### config.mk
export PLATFORM = sky130hd
export DESIGN_NAME = sb_tx_arbiter_flat
export DESIGN_NICKNAME = d
export VERILOG_FILES = /design/src/rtl/sb_tx_arbiter_if.sv /design/src/rtl/sb_tx_arbiter.sv /design/src/flat_wrapper.sv
export SDC_FILE = /design/constraint.sdc
export NUM_CORES = 1
export LEC_CHECK = 0
export ABC_AREA = 1
export CAP_MARGIN = 20
export CORE_AREA = 5 5 201 203
export DETAILED_ROUTE_END_ITERATION = 7
export DIE_AREA = 0 0 206 208
export SLEW_MARGIN = 20
export SYNTH_ARGS = -nofsm -noshare
export SYNTH_HDL_FRONTEND = slang
export SYNTH_SLANG_ARGS = --single-unit
### constraint.sdc
create_clock -name clk_100MHz -period 3.6 [get_ports clk_100MHz]
set_input_delay 0.72 -clock clk_100MHz [delete_from_list [all_inputs] [get_ports clk_100MHz]]
set_output_delay 0.72 -clock clk_100MHz [all_outputs]
set_load 0.02 [all_outputs]
### src/rtl/sb_tx_arbiter_if.sv
// Sideband message type plus the bundle of requester-side and serializer-side
// signals shared by the TX arbiter and its environment.
package sb_pkg;

  typedef struct packed {
    logic [4:0]  opcode;
    logic [7:0]  msg_code;
    logic [15:0] msg_info;
    logic [7:0]  msg_subcode;
  } SB_msg_t;

  function automatic SB_msg_t reset_SB_msg();
    return '0;
  endfunction

endpackage

interface sb_tx_arbiter_if #(
  parameter int N_REQ = 4
) ();
  import sb_pkg::*;

  logic    [N_REQ-1:0]       req_valid_i;
  SB_msg_t [N_REQ-1:0]       req_msg_i;
  logic    [N_REQ-1:0][63:0] req_data_i;
  logic    [N_REQ-1:0]       req_ack_o;
  logic    [N_REQ-1:0]       retry_clr_i;
  logic    [N_REQ-1:0]       retry_timeout_flag_o;
  SB_msg_t                   SB_TX_msg_o;
  logic    [63:0]            SB_TX_dataBus_o;
  logic                      SB_TX_msg_valid_o;
  logic                      SB_TX_msg_sendNextFlag_i;

  // master: the arbiter; slave: requesters plus serializer
  modport master (
    input  req_valid_i, req_msg_i, req_data_i, retry_clr_i, SB_TX_msg_sendNextFlag_i,
    output req_ack_o, retry_timeout_flag_o, SB_TX_msg_o, SB_TX_dataBus_o, SB_TX_msg_valid_o
  );

  modport slave (
    output req_valid_i, req_msg_i, req_data_i, retry_clr_i, SB_TX_msg_sendNextFlag_i,
    input  req_ack_o, retry_timeout_flag_o, SB_TX_msg_o, SB_TX_dataBus_o, SB_TX_msg_valid_o
  );

endinterface

### src/rtl/sb_tx_arbiter.sv
// Round-robin arbiter sharing the sideband TX serializer between LTSM state
// modules, with one periodic retry-timeout counter per requester.
module sb_tx_arbiter
  import sb_pkg::*;
#(
  parameter int N_REQ          = 4,
  parameter int TIMEOUT_CYCLES = 800000,
  parameter int TMO_W          = 20,
  parameter int MIN_GAP        = 2
) (
  input  logic                     clk_100MHz,
  input  logic                     reset,
  input  logic                     enable_i,
  sb_tx_arbiter_if.master          bus,
  output logic [$clog2(N_REQ)-1:0] grant_id_o,
  output logic                     busy_o
);

  localparam int GW = $clog2(N_REQ);

  typedef enum logic [1:0] {IDLE, GAP, WAIT_READY} state_e;

  state_e                       state_q, state_d;
  logic [2:0]                   gap_q, gap_d;
  logic [GW-1:0]                rr_q, rr_d;
  logic [GW-1:0]                grant_q, grant_d;
  SB_msg_t                      msg_q, msg_d;
  logic [63:0]                  data_q, data_d;
  logic                         valid_q, valid_d;
  logic [N_REQ-1:0]             ack_q, ack_d;
  logic                         busy_q, busy_d;
  logic [N_REQ-1:0][TMO_W-1:0]  cnt_q, cnt_d;
  logic [N_REQ-1:0]             armed_q, armed_d;
  logic [N_REQ-1:0]             flag_q, flag_d;

  logic          win_found;
  logic [GW-1:0] win_idx;
  logic [GW-1:0] cand;
  logic          issue;

  // First valid requester at or after the rr pointer, wrapping.
  always_comb begin
    // NOTE: every always_comb output gets a default first so no latch is inferred.
    win_found = 1'b0;
    win_idx   = '0;
    cand      = '0;
    for (int k = 0; k < N_REQ; k++) begin
      cand = GW'((int'(rr_q) + k) % N_REQ);
      if (!win_found && bus.req_valid_i[cand]) begin
        win_found = 1'b1;
        win_idx   = cand;
      end
    end
  end

  assign issue = (state_q == IDLE) && enable_i && bus.SB_TX_msg_sendNextFlag_i && win_found;

  // Next-state logic; GAP masks the stale sendNextFlag seen right after an issue.
  always_comb begin
    state_d = state_q;
    gap_d   = gap_q;
    case (state_q)
      IDLE: begin
        if (issue) begin
          state_d = GAP;
          gap_d   = 3'(MIN_GAP);
        end
      end
      GAP: begin
        gap_d = gap_q - 3'd1;
        if (gap_d == 3'd0) state_d = WAIT_READY;
      end
      WAIT_READY: begin
        if (bus.SB_TX_msg_sendNextFlag_i) state_d = IDLE;
      end
      default: state_d = IDLE;
    endcase
  end

  // Issue datapath.
  always_comb begin
    msg_d   = msg_q;
    data_d  = data_q;
    valid_d = 1'b0;
    ack_d   = '0;
    grant_d = grant_q;
    rr_d    = rr_q;
    if (issue) begin
      msg_d          = bus.req_msg_i[win_idx];
      data_d         = bus.req_data_i[win_idx];
      valid_d        = 1'b1;
      ack_d[win_idx] = 1'b1;
      grant_d        = win_idx;
      rr_d           = (win_idx == GW'(N_REQ - 1)) ? '0 : win_idx + 1'b1;
    end
    busy_d = (state_d != IDLE);
  end

  // Retry timers: ack re-arms and wins over clear; expiry restarts the period.
  always_comb begin
    cnt_d   = cnt_q;
    armed_d = armed_q;
    flag_d  = '0;
    for (int i = 0; i < N_REQ; i++) begin
      if (ack_d[i]) begin
        cnt_d[i]   = '0;
        armed_d[i] = 1'b1;
      end else if (bus.retry_clr_i[i] || !enable_i) begin
        cnt_d[i]   = '0;
        armed_d[i] = 1'b0;
      end else if (armed_q[i] && cnt_q[i] == TMO_W'(TIMEOUT_CYCLES - 1)) begin
        cnt_d[i]  = '0;
        flag_d[i] = 1'b1;
      end else if (armed_q[i]) begin
        cnt_d[i] = cnt_q[i] + 1'b1;
      end
    end
  end

  // NOTE: sequential state uses non-blocking assignments only, so every flop
  // samples the pre-edge value of its neighbours.
  always_ff @(posedge clk_100MHz) begin
    if (reset) begin
      state_q <= IDLE;
      gap_q   <= '0;
      rr_q    <= '0;
      grant_q <= '0;
      msg_q   <= reset_SB_msg();
      data_q  <= '0;
      valid_q <= 1'b0;
      ack_q   <= '0;
      busy_q  <= 1'b0;
      cnt_q   <= '0;
      armed_q <= '0;
      flag_q  <= '0;
    end else begin
      state_q <= state_d;
      gap_q   <= gap_d;
      rr_q    <= rr_d;
      grant_q <= grant_d;
      msg_q   <= msg_d;
      data_q  <= data_d;
      valid_q <= valid_d;
      ack_q   <= ack_d;
      busy_q  <= busy_d;
      cnt_q   <= cnt_d;
      armed_q <= armed_d;
      flag_q  <= flag_d;
    end
  end

  assign bus.SB_TX_msg_o          = msg_q;
  assign bus.SB_TX_dataBus_o      = data_q;
  assign bus.SB_TX_msg_valid_o    = valid_q;
  assign bus.req_ack_o            = ack_q;
  assign bus.retry_timeout_flag_o = flag_q;
  assign grant_id_o               = grant_q;
  assign busy_o                   = busy_q;

endmodule

### src/flat_wrapper.sv
// flat-port wrapper written by rule: the top's interface ports become plain ports
module sb_tx_arbiter_flat import sb_pkg::*;
#(
  parameter int N_REQ          = 4,
  parameter int TIMEOUT_CYCLES = 800000,
  parameter int TMO_W          = 20,
  parameter int MIN_GAP        = 2
)
  (clk_100MHz, reset, enable_i, grant_id_o, busy_o, bus_req_valid_i, bus_req_msg_i, bus_req_data_i, bus_retry_clr_i, bus_SB_TX_msg_sendNextFlag_i, bus_req_ack_o, bus_retry_timeout_flag_o, bus_SB_TX_msg_o, bus_SB_TX_dataBus_o, bus_SB_TX_msg_valid_o);
  sb_tx_arbiter_if #(.N_REQ(N_REQ)) bus_i ();
  input  logic clk_100MHz;
  input  logic reset;
  input  logic enable_i;
  output logic [$clog2(N_REQ)-1:0] grant_id_o;
  output logic busy_o;
  input wire logic [$bits(bus_i.req_valid_i)-1:0] bus_req_valid_i;
  input wire logic [$bits(bus_i.req_msg_i)-1:0] bus_req_msg_i;
  input wire logic [$bits(bus_i.req_data_i)-1:0] bus_req_data_i;
  input wire logic [$bits(bus_i.retry_clr_i)-1:0] bus_retry_clr_i;
  input wire logic [$bits(bus_i.SB_TX_msg_sendNextFlag_i)-1:0] bus_SB_TX_msg_sendNextFlag_i;
  output wire logic [$bits(bus_i.req_ack_o)-1:0] bus_req_ack_o;
  output wire logic [$bits(bus_i.retry_timeout_flag_o)-1:0] bus_retry_timeout_flag_o;
  output wire logic [$bits(bus_i.SB_TX_msg_o)-1:0] bus_SB_TX_msg_o;
  output wire logic [$bits(bus_i.SB_TX_dataBus_o)-1:0] bus_SB_TX_dataBus_o;
  output wire logic [$bits(bus_i.SB_TX_msg_valid_o)-1:0] bus_SB_TX_msg_valid_o;
  assign bus_i.req_valid_i = bus_req_valid_i;
  assign bus_i.req_msg_i = bus_req_msg_i;
  assign bus_i.req_data_i = bus_req_data_i;
  assign bus_i.retry_clr_i = bus_retry_clr_i;
  assign bus_i.SB_TX_msg_sendNextFlag_i = bus_SB_TX_msg_sendNextFlag_i;
  assign bus_req_ack_o = bus_i.req_ack_o;
  assign bus_retry_timeout_flag_o = bus_i.retry_timeout_flag_o;
  assign bus_SB_TX_msg_o = bus_i.SB_TX_msg_o;
  assign bus_SB_TX_dataBus_o = bus_i.SB_TX_dataBus_o;
  assign bus_SB_TX_msg_valid_o = bus_i.SB_TX_msg_valid_o;
  sb_tx_arbiter #(.N_REQ(N_REQ), .TIMEOUT_CYCLES(TIMEOUT_CYCLES), .TMO_W(TMO_W), .MIN_GAP(MIN_GAP)) u_core (.clk_100MHz(clk_100MHz), .reset(reset), .enable_i(enable_i), .bus(bus_i), .grant_id_o(grant_id_o), .busy_o(busy_o));
endmodule
==> results of run 1 <==
cell families after synthesis:
family | count (synthesis) | synth area share, %
AND/OR/NAND/NOR | 1606 | 52.7
flip-flops | 204 | 32.8
buffers and inverters | 202 | 8.09
XOR/XNOR | 64 | 4.50
AO/OA/AOI/OAI | 27 | 1.12
adder cells (fa/ha/maj) | 7 | 0.704
multiplexers | 1 | 0.0804
worst max-delay path, stage by stage:
cell	delay [ns]
sky130_fd_sc_hd__clkdlybuf4s50_1	0.43
sky130_fd_sc_hd__inv_1	0.08
sky130_fd_sc_hd__nand2_1	0.08
sky130_fd_sc_hd__nand3_1	0.13
sky130_fd_sc_hd__nand2_2	0.10
sky130_fd_sc_hd__nor2_4	0.14
sky130_fd_sc_hd__nand2_1	0.07
sky130_fd_sc_hd__nor2_2	0.13
sky130_fd_sc_hd__nor2_4	0.07
sky130_fd_sc_hd__nor2_4	0.79
sky130_fd_sc_hd__buf_4	0.38
sky130_fd_sc_hd__nand2_1	0.09
sky130_fd_sc_hd__nand2_1	0.07
sky130_fd_sc_hd__nand2_1	0.05
sky130_fd_sc_hd__nand2_1	0.07
where the power goes:
part | internal [mW] | switching [mW] | leakage (nW) | total (mW)
clock | 1.49 | 0.984 | 0.393 | 2.47
combinational | 1.31 | 2.14 | 6.44 | 3.45
sequential | 2.43 | 0.101 | 1.65 | 2.53
total | 5.23 | 3.23 | 8.49 | 8.46
cells in the final DEF (no fill, tap or decap), types with 26 or more instances in the layout:
| cell type | instances |
|---|---|
| sky130_fd_sc_hd__dfxtp_1 | 204 |
| sky130_fd_sc_hd__nor2_1 | 130 |
| sky130_fd_sc_hd__nand3_1 | 246 |
| sky130_fd_sc_hd__inv_1 | 70 |
| sky130_fd_sc_hd__nor3_1 | 32 |
| sky130_fd_sc_hd__xor2_1 | 38 |
| sky130_fd_sc_hd__xnor2_1 | 26 |
| sky130_fd_sc_hd__nand2_1 | 1146 |
| sky130_fd_sc_hd__clkdlybuf4s50_1 | 528 |
| sky130_fd_sc_hd__clkbuf_16 | 27 |
cell usage after synthesis:
| cell type | count | share of area [%] |
|---|---|---|
| sky130_fd_sc_hd__a211oi_1 | 1 | 0.060 |
| sky130_fd_sc_hd__a21oi_1 | 18 | 0.72 |
| sky130_fd_sc_hd__and2_1 | 1 | 0.050 |
| sky130_fd_sc_hd__buf_1 | 7 | 0.21 |
| sky130_fd_sc_hd__buf_2 | 58 | 2.3 |
| sky130_fd_sc_hd__buf_4 | 15 | 0.90 |
| sky130_fd_sc_hd__buf_6 | 16 | 1.4 |
| sky130_fd_sc_hd__clkbuf_1 | 28 | 0.84 |
| sky130_fd_sc_hd__clkinv_1 | 1 | 0.030 |
| sky130_fd_sc_hd__dfxtp_1 | 204 | 33 |
| sky130_fd_sc_hd__ha_1 | 7 | 0.70 |
| sky130_fd_sc_hd__inv_1 | 70 | 2.1 |
| sky130_fd_sc_hd__inv_2 | 7 | 0.21 |
| sky130_fd_sc_hd__mux2i_1 | 1 | 0.080 |
| sky130_fd_sc_hd__nand2_1 | 1147 | 35 |
| sky130_fd_sc_hd__nand2_2 | 2 | 0.10 |
| sky130_fd_sc_hd__nand2_4 | 1 | 0.090 |
| sky130_fd_sc_hd__nand3_1 | 246 | 9.9 |
| sky130_fd_sc_hd__nand3_2 | 1 | 0.080 |
| sky130_fd_sc_hd__nand3_4 | 1 | 0.14 |
| sky130_fd_sc_hd__nand3b_1 | 1 | 0.060 |
| sky130_fd_sc_hd__nand4_1 | 19 | 0.95 |
| sky130_fd_sc_hd__nor2_1 | 130 | 3.9 |
| sky130_fd_sc_hd__nor2_2 | 2 | 0.10 |
| sky130_fd_sc_hd__nor2_4 | 3 | 0.27 |
| sky130_fd_sc_hd__nor3_1 | 32 | 1.3 |
| sky130_fd_sc_hd__nor3_2 | 5 | 0.40 |
| sky130_fd_sc_hd__nor4_1 | 12 | 0.60 |
| sky130_fd_sc_hd__o21ai_0 | 6 | 0.24 |
| sky130_fd_sc_hd__o21ai_1 | 1 | 0.040 |
| sky130_fd_sc_hd__o22ai_1 | 1 | 0.050 |
| sky130_fd_sc_hd__or2_2 | 3 | 0.15 |
| sky130_fd_sc_hd__xnor2_1 | 26 | 1.8 |
| sky130_fd_sc_hd__xor2_1 | 38 | 2.7 |
state kept, by name, indices dropped and copies added, names as in the netlist, 2 cells and up:
name	cells
u_core.bus.SB_TX_dataBus_o	64
u_core.rr_q	2
u_core.bus.SB_TX_msg_o	37
u_core.armed_q	4
u_core.bus.req_ack_o	4
u_core.cnt_q	80
u_core.bus.retry_timeout_flag_o	4
u_core.state_q	2
u_core.gap_q	3
u_core.grant_id_o	2
per-stage QoR:
| stage | total power [mW] | util, % |
|---|---|---|
| 4_1_cts | 8.55 | 49.3 |
| 3_3_place_gp | 6.03 | 47.2 |
| 2_1_floorplan | 4.50 | - |
| 3_5_place_dp | 6.03 | 47.2 |
| 5_1_grt | 8.94 | 49.3 |
| 6_report | 8.46 | 49.3 |
cell type report:
class / instances / area [sq um]
diodes: 11 / 27.5
clock buffers: 44 / 800
clock inverters: 1 / 5.00
fillers: 3990 / 19400
inverters: 78 / 297
multi-input cells: 1705 / 7380
flip-flops and latches: 204 / 4080
well taps: 518 / 648
repair buffers: 558 / 5650
layer usage:
layer | track usage (%) | vias up | part of all wire, %
met2 | 43.3 | 462 | 48
met1 | 31.6 | 6683 | 41
met4 | 9.45 | 4 | 3.4
met5 | 0 | - | 0.046
li1 | - | 7507 | -
met3 | 5.78 | 96 | 7.2
path summary, 6_finish.rpt:
kind,slack (ns),from,end
worst max-delay path,0.66,bus_req_valid_i[3],u_core.bus.SB_TX_dataBus_o[21]
worst min-delay path,0.48,u_core.cnt_q[79],u_core.cnt_q[79]
worst max register to register,0.77,u_core.rr_q[0],u_core.bus.SB_TX_dataBus_o[21]
worst min register to register,0.48,u_core.cnt_q[79],u_core.cnt_q[79]
==> key figures, run 1 <==
Critical path
  – Number of cell instances on the worst register-to-register path: 15
  – Required time reported for the critical path endpoint: 4.07 ns
  – Class of the most critical setup path: in2reg
  – Arrival time of data at the critical path endpoint: 3.41 ns
  – Top fanout value on the critical path: 36
  – Crit start category: input port
  – Critical path endpoint category: flip-flop

GRT
  – Via count of the first global-routing pass: 14031
  – Wire length of the first global-routing pass: 85.6 mm
  – Total grt overflow: 0
  – Maximum number of pins on one net before global-route repair: 109
  – Overall Global Routing Usage: 25.6%
  – Number of antenna violations at the first check in global routing: 13

Cells and area
  – Final cell count without fillers: 3119
  – Post-layout net count: 2996
  – Area growth, synth to finish: 51.7%
  – Share of cells above drive strength 1: 3.47%
  – Layout Cell Area excl Fill: 0.0189 sq mm

STA
  – Final WS setup: 0.665 ns
  – Worst hold slack after final layout: 0.477 ns
  – Worst Tran Pin Value: 1.07 ns
  – Min Clock Period, post-route: 2.94 ns
  – Total negative setup slack: 0 ns
  – Setup repair after global routing missed its margin: false
  – Final Cycle Share: 81.5%
  – Hold Fails Final Rpt: 0
  – Max-slew violations: 0
  – Worst clock skew: 0.0103 ns
  – Slew headroom: 28.8%
  – Final setup violation count: 0
  – Maximum clock frequency: 341 MHz

Synthesis
  – Sequential element share of the synthesized area: 32.8%
  – Number of synthesis warnings: 0
  – Cells after Synth: 2111
  – Number of distinct library cells after synthesis: 34
  – Area of the mapped netlist: 0.0124 sq mm
  – Synth Net Count: 2534
  – Synth Register Bits: 204
  – Post-Synthesis Mean Instance Area: 5.90 sq um

Route
  – Final Routed Wirelength: 58.5 mm
  – Number of vias per cell: 4.73
  – Number of nets with antenna violations after detailed routing: 0
  – Iteration-0 DRC Markers: 992
  – Average wire per cell in the routed design: 18.7 um
  – DR vias: 14752
  – DRC errors left: 0
  – Number of detailed-routing iterations run before antenna repair: 5

CTS
  – # Post-CTS Setup Buffers: 0
  – Clock root buffer master: sky130_fd_sc_hd__clkbuf_16
  – Later-pin clock latency in the skew report: 0.52 ns
  – Number of sinks on the clock net: 204
  – Depth of the CTS H-tree: 1
  – Count of cells resized by post-cts repair: 0
  – Hold buffers post-CTS: 0
  – Clock tree from TritonCTS: yes
  – Total CTS buffers: 26
  – Max Buffers Root-to-Sink: 3
  – Clock transition time at the flip-flop clock pins of the worst setup and hold paths: 0.06 ns

Die
  – Initial Utilization: 32.5%
  – Width of the chip: 206 um
  – Vertical extent of the die: 208 um
  – Number of core rows: 72
  – Top Ports: 529
  – Placeable core region: 0.0383 sq mm
  – Area enclosed by the die boundary: 0.0428 sq mm

Place
  – Cell Count Post-Placement: 3063
  – Post-place instance area: 0.0181 sq mm
  – Total of buffers placed on input and output ports: 528
  – Pre-CTS setup slack: 0.0665 ns
  – Weighted congestion reported at the end of routability-driven placement: 0.973
  – HPWL after detailed placement: 44.6 mm

Outcome
  – Run status: finished, final reports clean

Min path
  – Hold path cells: 2
  – Min-delay worst type: reg2reg

Pwr
  – Areal power density over the cells: 448 mW/mm^2
  – Standby leakage power: 8.49 nW
  – Peak ir drop on the vdd network: 0.403 mV

Job
  – Max Cap Violations: 0
(Power assumes the default switching activity.)
==> run 2: changes to the inputs <==
- CORE_AREA: 5 5 201 203 -> 5 5 202 204
- DIE_AREA: 0 0 206 208 -> 0 0 207 209
- PLACE_DENSITY: unset -> 0.66
- clock period: 3.6 -> 2.6 ns (I/O delays scaled with it)
==> run 2 against run 1 <==
Critical path type is now reg2reg; flip-flop and latch count is the same; via count grew 1.2%; final area is 2.7% higher; clock skew is 0.011 ns higher; largest cell class unchanged; critical endpoint is now u_core.bus.SB_TX_msg_o[3]; highest routed layer is now met4; combinational power increased by 43%; largest power group unchanged; register-to-register slack worse by 0.48 ns; critical path depth is 1 lower; worst setup slack worse by 0.38 ns; worst hold slack lost 0.015 ns; die area grew 0.97%; total power rose by 44%; count of clock-buffer cells in the layout fell by 6.
==> key figures, run 2 (synthesis gave the netlist of run 1 again) <==
STA
  – Final WS setup: 0.290 ns (-0.375 ns)
  – Maximum clock frequency: 433 MHz
  – Final setup violation count: 0 (unchanged)
  – Worst clock skew: 0.0209 ns (+0.0106 ns)
  – Setup repair after global routing missed its margin: false
  – Slew headroom: 68.6% (+40 points)
  – Hold Fails Final Rpt: 0 (unchanged)
  – Final Cycle Share: 88.9%
  – Min Clock Period, post-route: 2.31 ns
  – Max-slew violations: 0 (unchanged)
  – Worst Tran Pin Value: 0.467 ns (-0.599 ns)

Cells and area
  – Multi-input combinational cell area: 0.00738 sq mm (unchanged)
  – Most used cells in the layout excluding fill and tap cells: sky130_fd_sc_hd__nand2_1 (1146), sky130_fd_sc_hd__clkdlybuf4s50_1 (528), sky130_fd_sc_hd__nand3_1 (246), sky130_fd_sc_hd__dfxtp_1 (203), sky130_fd_sc_hd__nor2_1 (130)
  – Max FFs per register: 80 (unchanged)
  – Share of cells above drive strength 1: 4.88% (+1.4 points)
  – Sequential cell area in the final layout: 0.00409 sq mm (about the same)
  – Number of fillers in the final layout: 4017 (+0.68%)
  – Fraction of the core area covered by cells at the end of the flow: 49.6% (+0.29 points)
  – Area growth, synth to finish: 55.8%
  – Post-layout net count: 3027 (+1.0%)
  – Commonest non-fill, non-tap cell in the layout: sky130_fd_sc_hd__nand2_1
  – Reg with most FFs: u_core.cnt_q

CTS
  – Max Buffers Root-to-Sink: 3 (unchanged)
  – Number of sinks on the clock net: 204 (unchanged)
  – Later-pin clock latency in the skew report: 0.55 ns (+0.03 ns)
  – Total CTS buffers: 26 (unchanged)
  – Clock tree from TritonCTS: yes
  – Hold buffers post-CTS: 0 (unchanged)
  – Depth of the CTS H-tree: 1 (unchanged)
  – Clock transition time at the flip-flop clock pins of the worst setup and hold paths: 0.06 ns (about the same)
  – Clock root buffer master: sky130_fd_sc_hd__clkbuf_16

Pwr
  – Sw Ratio: 36.9% (-1.3 points)
  – Cell Int Power: 7.70 mW (+47%)
  – Peak ir drop on the vdd network: 0.588 mV (+46%)
  – Total power consumption of the routed design: 12.2 mW (+44%)
  – Fraction of power consumed by combinational cells: 40.5% (-0.3 points)
  – NetSw: 4.49 mW (+39%)
  – Areal power density over the cells: 628 mW/mm^2 (+40%)
  – Seq pwr share: 28.8% (-1.1 points)
  – Part of the power in the clock network: 30.7% (+1.4 points)
  – Standby leakage power: 8.75 nW (+3.0%)

Route
  – Average wire per cell in the routed design: 17.4 um (-7.3%)
  – DR vias: 14922 (+1.2%)
  – Number of vias per cell: 4.72 (-0.13%)
  – Number of nets with antenna violations after detailed routing: 0 (unchanged)
  – Iteration-0 DRC Markers: 978 (-1.4%)
  – DRC errors left: 0 (unchanged)
  – Final Routed Wirelength: 54.9 mm (-6.1%)
  – Number of detailed-routing iterations run before antenna repair: 5 (unchanged)

Critical path
  – Crit start category: flip-flop
  – Critical path cell sequence: inv_2 > nand2_1 > nand2_1 > nand2_1 > nand2_1 > nor2_4 > nand3_4 > nand3_4 > buf_12 > buf_4 > nand2_1 > nand2_1 > nand3_1 > nand2_1
  – Critical path endpoint category: flip-flop
  – Required time reported for the critical path endpoint: 3.09 ns (-0.98 ns)
  – Class of the most critical setup path: reg2reg
  – Number of buffer and inverter instances along the worst setup path: 3 (unchanged)
  – Crit-path max cell delay: 0.43 ns (-0.36 ns)
  – Arrival time of data at the critical path endpoint: 2.80 ns (-0.61 ns)
  – Top fanout value on the critical path: 73 (+100%)
  – Library cell appearing most often on the critical path: sky130_fd_sc_hd__nand2_1
  – Slowest cell on the critical path: sky130_fd_sc_hd__dfxtp_2
  – Top cell family by delay on the critical path: simple AND/OR/NAND/NOR gates

GRT
  – Overall Global Routing Usage: 23.7% (-1.9 points)
  – Maximum number of pins on one net before global-route repair: 74 (-32%)
  – Via count of the first global-routing pass: 14298 (+1.9%)
  – Number of antenna violations at the first check in global routing: 12 (-1)
  – Total grt overflow: 0 (unchanged)
  – Wire length of the first global-routing pass: 82.5 mm (-3.6%)

Outcome
  – Run status: finished, final reports clean

Die
  – Top Ports: 529 (unchanged)
  – Placeable core region: 0.0391 sq mm (+2.1%)
  – Initial Utilization: 31.8% (-0.67 points)
  – Area enclosed by the die boundary: 0.0433 sq mm (+0.97%)
  – Number of core rows: 73 (+1.4%)
  – Vertical extent of the die: 209 um (+0.48%)
  – Width of the chip: 207 um (+0.49%)

Place
  – Total of buffers placed on input and output ports: 528 (unchanged)
  – Pre-CTS setup slack: -0.211 ns (-0.277 ns)
  – HPWL after detailed placement: 42.8 mm (-3.8%)
  – Weighted congestion reported at the end of routability-driven placement: 0.922 (-5.3%)

Job
  – Max Cap Violations: 0 (unchanged)

Min path
  – Min-delay worst type: reg2reg
-- run 2: final timing paths --
kind,startpoint,end,slack [ns],cells past startpoint
min,u_core.cnt_q[79],u_core.cnt_q[79],0.46,2
max reg2reg,u_core.rr_q[0],u_core.bus.SB_TX_msg_o[3],0.29,14
min reg2reg,u_core.cnt_q[79],u_core.cnt_q[79],0.46,2
max,u_core.rr_q[0],u_core.bus.SB_TX_msg_o[3],0.29,14
-- run 2: what timing repair did --
action                                 in CTS  in global routing
gates resized for setup                     0                  1
buffers inserted                            0                  0
setup endpoints to repair                   0                 86
endpoints found under the hold margin       0                  0
-- run 2: worst min-delay path: cells and delay by family (launching register included) --
| kind | cells | cell delay [ns] |
|---|---|---|
| flops | 1 | 0.30 |
| simple gates | 1 | 0.06 |
| compound gates | 1 | 0.05 |
-- run 2: cell type report --
class                           count  share of cell area (%)
Inverter                           78                    1.54
Tap cell                          525                    3.39
Clock buffer                       38                    3.84
Timing Repair Buffer              589                    31.2
Antenna cell                       11                   0.142
Sequential cell                   204                    21.1
Multi-Input combinational cell   1705                    38.0
Clock inverter                      9                   0.781
-- run 2: routing by layer --
layer  vias to the layer above  GRT usage (%)  routed length, um
met3                       101           4.38               3460
li1                       7572              -                  -
met2                       512           39.9              26500
met5                         -              0                  0
met4                         0           9.23               1970
met1                      6737           30.2              23000
-- run 2: power groups by stage --
stage	logic [mW]	registers, mW	clock network (mW)
global route	5.38	3.54	3.99
floorplan	2.43	3.81	0
global placement	4.93	3.57	0
CTS	4.96	3.51	3.83
finish	4.94	3.51	3.74
detailed placement	4.94	3.58	0
-- run 2: stage by stage --
step	instance area [sq um]	hold slack (ns)	setup TNS, ns	instances
global placement	18500	0.453	-13.64	3101
CTS	19400	0.467	0	3148
finish	19400	0.461	0	3159
global route	19400	0.488	0	3159
detailed placement	18500	0.459	-18.68	3101
floorplan	12400	0.443	0	2111
==> run 3: changes to the inputs <==
- SETUP_SLACK_MARGIN: unset -> 0.2
==> run 3 against run 2 <==
Combinational power grew 4%; via count is 0.83% higher; critical path type is now in2reg; clock power about the same; largest power group unchanged; highest routed layer unchanged.
==> key figures, run 3 (synthesis gave the netlist of run 1 again) <==
Outcome
  – Run status: finished, final reports clean

Critical path
  – Slowest cell on the critical path: sky130_fd_sc_hd__clkdlybuf4s50_1
  – Critical path endpoint category: flip-flop
  – Class of the most critical setup path: in2reg
  – Critical path cell sequence: clkdlybuf4s50_1 > inv_1 > nand2_1 > nand3_1 > nand2_2 > inv_2 > buf_4 > nand3_1 > nand3_4 > inv_4 > buf_12 > buf_16 > nand2_1 > nand2_1 > nand3_1 > nand2_1
  – Library cell appearing most often on the critical path: sky130_fd_sc_hd__nand2_1
  – Number of buffer and inverter instances along the worst setup path: 7 (+4)
  – Required time reported for the critical path endpoint: 3.09 ns (about the same)
  – Setup slack on the worst flop-to-flop path: 0.35 ns (+0.06 ns)
  – Crit start category: input port
  – Crit-path max cell delay: 0.49 ns (+0.06 ns)
  – Top fanout value on the critical path: 26 (-64%)
  – Arrival time of data at the critical path endpoint: 2.74 ns (-0.06 ns)
  – Top cell family by delay on the critical path: buffers and inverters

STA
  – Final Cycle Share: 86.5% (-2.4 points)
  – Max-slew violations: 0 (unchanged)
  – Worst clock skew: 0.0183 ns (-0.00255 ns)
  – Maximum clock frequency: 445 MHz (+2.7%)
  – Hold Fails Final Rpt: 0 (unchanged)
  – Total negative setup slack: 0 ns (unchanged)
  – Worst hold slack after final layout: 0.461 ns (-0.00000600 ns)
  – Setup repair after global routing missed its margin: true
  – Min Clock Period, post-route: 2.25 ns (-0.0612 ns)
  – Worst Tran Pin Value: 0.467 ns (+0.000176 ns)
  – Final setup violation count: 0 (unchanged)
  – Slew headroom: 68.6% (about the same)

GRT
  – Overall Global Routing Usage: 23.7% (unchanged)
  – Wire length of the first global-routing pass: 82.5 mm (unchanged)
  – Via count of the first global-routing pass: 14298 (unchanged)
  – Maximum number of pins on one net before global-route repair: 74 (unchanged)
  – Number of antenna violations at the first check in global routing: 12 (unchanged)
  – Total grt overflow: 0 (unchanged)

Place
  – Total of buffers placed on input and output ports: 528 (unchanged)
  – Weighted congestion reported at the end of routability-driven placement: 0.922 (unchanged)
  – HPWL after detailed placement: 42.8 mm (unchanged)
  – Cell Count Post-Placement: 3101 (unchanged)

CTS
  – Clock root buffer master: sky130_fd_sc_hd__clkbuf_16
  – Clock transition time at the flip-flop clock pins of the worst setup and hold paths: 0.06 ns (about the same)
  – Max Buffers Root-to-Sink: 3 (unchanged)
  – Later-pin clock latency in the skew report: 0.55 ns (about the same)
  – Total CTS buffers: 26 (unchanged)
  – Number of sinks on the clock net: 204 (unchanged)
  – Clock tree from TritonCTS: yes
  – Depth of the CTS H-tree: 1 (unchanged)

Cells and area
  – Final cell count without fillers: 3169 (+0.32%)
  – Max FFs per register: 80 (unchanged)
  – Area growth, synth to finish: 57.4%
  – Share of cells above drive strength 1: 5.43% (+0.55 points)
  – Most used cells in the layout excluding fill and tap cells: sky130_fd_sc_hd__nand2_1 (1142), sky130_fd_sc_hd__clkdlybuf4s50_1 (528), sky130_fd_sc_hd__nand3_1 (246), sky130_fd_sc_hd__dfxtp_1 (202), sky130_fd_sc_hd__nor2_1 (130)
  – Fraction of the core area covered by cells at the end of the flow: 50.1% (+0.50 points)
  – Post-layout net count: 3037 (+0.33%)
  – Commonest non-fill, non-tap cell in the layout: sky130_fd_sc_hd__nand2_1
  – Reg with most FFs: u_core.cnt_q

Die
  – Width of the chip: 207 um (unchanged)
  – Area enclosed by the die boundary: 0.0433 sq mm (unchanged)
  – Top Ports: 529 (unchanged)
  – Number of core rows: 73 (unchanged)
  – Placeable core region: 0.0391 sq mm (unchanged)
  – Initial Utilization: 31.8% (unchanged)
  – Vertical extent of the die: 209 um (unchanged)

Route
  – Number of detailed-routing iterations run before antenna repair: 5 (unchanged)
  – Number of vias per cell: 4.75 (+0.51%)
  – DR vias: 15046 (+0.83%)
  – Iteration-0 DRC Markers: 1046 (+7.0%)
  – Average wire per cell in the routed design: 17.7 um (+1.7%)
  – Final Routed Wirelength: 56.0 mm (+2.0%)
  – Number of nets with antenna violations after detailed routing: 0 (unchanged)
  – DRC errors left: 0 (unchanged)

Pwr
  – Areal power density over the cells: 632 mW/mm^2 (+0.55%)
  – Standby leakage power: 8.84 nW (+1.1%)
  – Total power consumption of the routed design: 12.4 mW (+1.6%)
  – Peak ir drop on the vdd network: 0.589 mV (+0.12%)

Job
  – Max Cap Violations: 0 (unchanged)

Min path
  – Min-delay worst type: reg2reg
-- run 3: cell count changes in the layout (fill, tap and decap cells not counted), moves of 2 or more --
cell,before,now
sky130_fd_sc_hd__buf_16,0,2
sky130_fd_sc_hd__buf_4,36,38
sky130_fd_sc_hd__buf_6,0,3
sky130_fd_sc_hd__nand2_2,2,6
sky130_fd_sc_hd__clkbuf_16,26,30
sky130_fd_sc_hd__buf_12,25,23
sky130_fd_sc_hd__nand2_1,1146,1142
-- run 3: layer usage --
metal	wire length (um)	global-route usage (%)	up-vias
li1	-	-	7593
met3	3690	4.38	109
met5	0	0	-
met1	23300	30.2	6820
met4	2150	9.23	0
met2	26900	39.9	524
-- run 3: path summary, 6_finish.rpt --
check	endpoint	cells past startpoint	from
hold / removal	u_core.cnt_q[79]	2	u_core.cnt_q[79]
setup reg to reg	u_core.bus.SB_TX_dataBus_o[12]	17	u_core.rr_q[0]
hold reg to reg	u_core.cnt_q[79]	2	u_core.cnt_q[79]
setup / recovery	u_core.bus.SB_TX_msg_o[10]	16	bus_req_valid_i[3]
-- run 3: per-stage QoR --
step           cell area, sq um  setup WS, ns
2_1_floorplan             12400         0.449
3_3_place_gp              18500        -0.171
3_5_place_dp              18500        -0.211
4_1_cts                   19400         0.285
5_1_grt                   19600         0.196
6_report                  19600         0.351
-- run 3: timing repair --
item,4_1_cts,5_1_grt
endpoints found under the setup margin,42,123
resized for setup,1,14
setup buffers,0,6
cloned,0,4
pin swaps,0,2
hold buffers,0,0
-- run 3: layout make-up --
type,instances,area (sq um)
Tap cell,525,657
Sequential cell,204,4090
Fill cell,4004,19500
Clock buffer,38,746
Timing Repair Buffer,599,6230
Multi-Input combinational cell,1705,7390
Inverter,78,300
Clock inverter,9,151
Antenna cell,11,27.5
-- run 3: worst register-to-register path: stages (launching register included) --
cell and delay, ns:
sky130_fd_sc_hd__dfxtp_4 0.37, sky130_fd_sc_hd__buf_4 0.15, sky130_fd_sc_hd__nand2_1 0.06, sky130_fd_sc_hd__nand2_1 0.08, sky130_fd_sc_hd__nand2_1 0.07, sky130_fd_sc_hd__nand2_1 0.09, sky130_fd_sc_hd__nor2_4 0.13, sky130_fd_sc_hd__nand2_1 0.08
sky130_fd_sc_hd__nor2_2 0.14, sky130_fd_sc_hd__nor2_4 0.08, sky130_fd_sc_hd__buf_12 0.13, sky130_fd_sc_hd__nor2_4 0.20, sky130_fd_sc_hd__buf_4 0.17, sky130_fd_sc_hd__clkbuf_16 0.20, sky130_fd_sc_hd__nand2_1 0.08, sky130_fd_sc_hd__nand2_1 0.06
sky130_fd_sc_hd__nand2_1 0.05, sky130_fd_sc_hd__nand2_1 0.06
-- run 3: power breakdown --
group	leakage (nW)	switching (mW)	internal (mW)
logic	6.75	2.97	2.15
registers	1.65	0.151	3.36
clock network	0.434	1.45	2.29
total	8.84	4.57	7.81
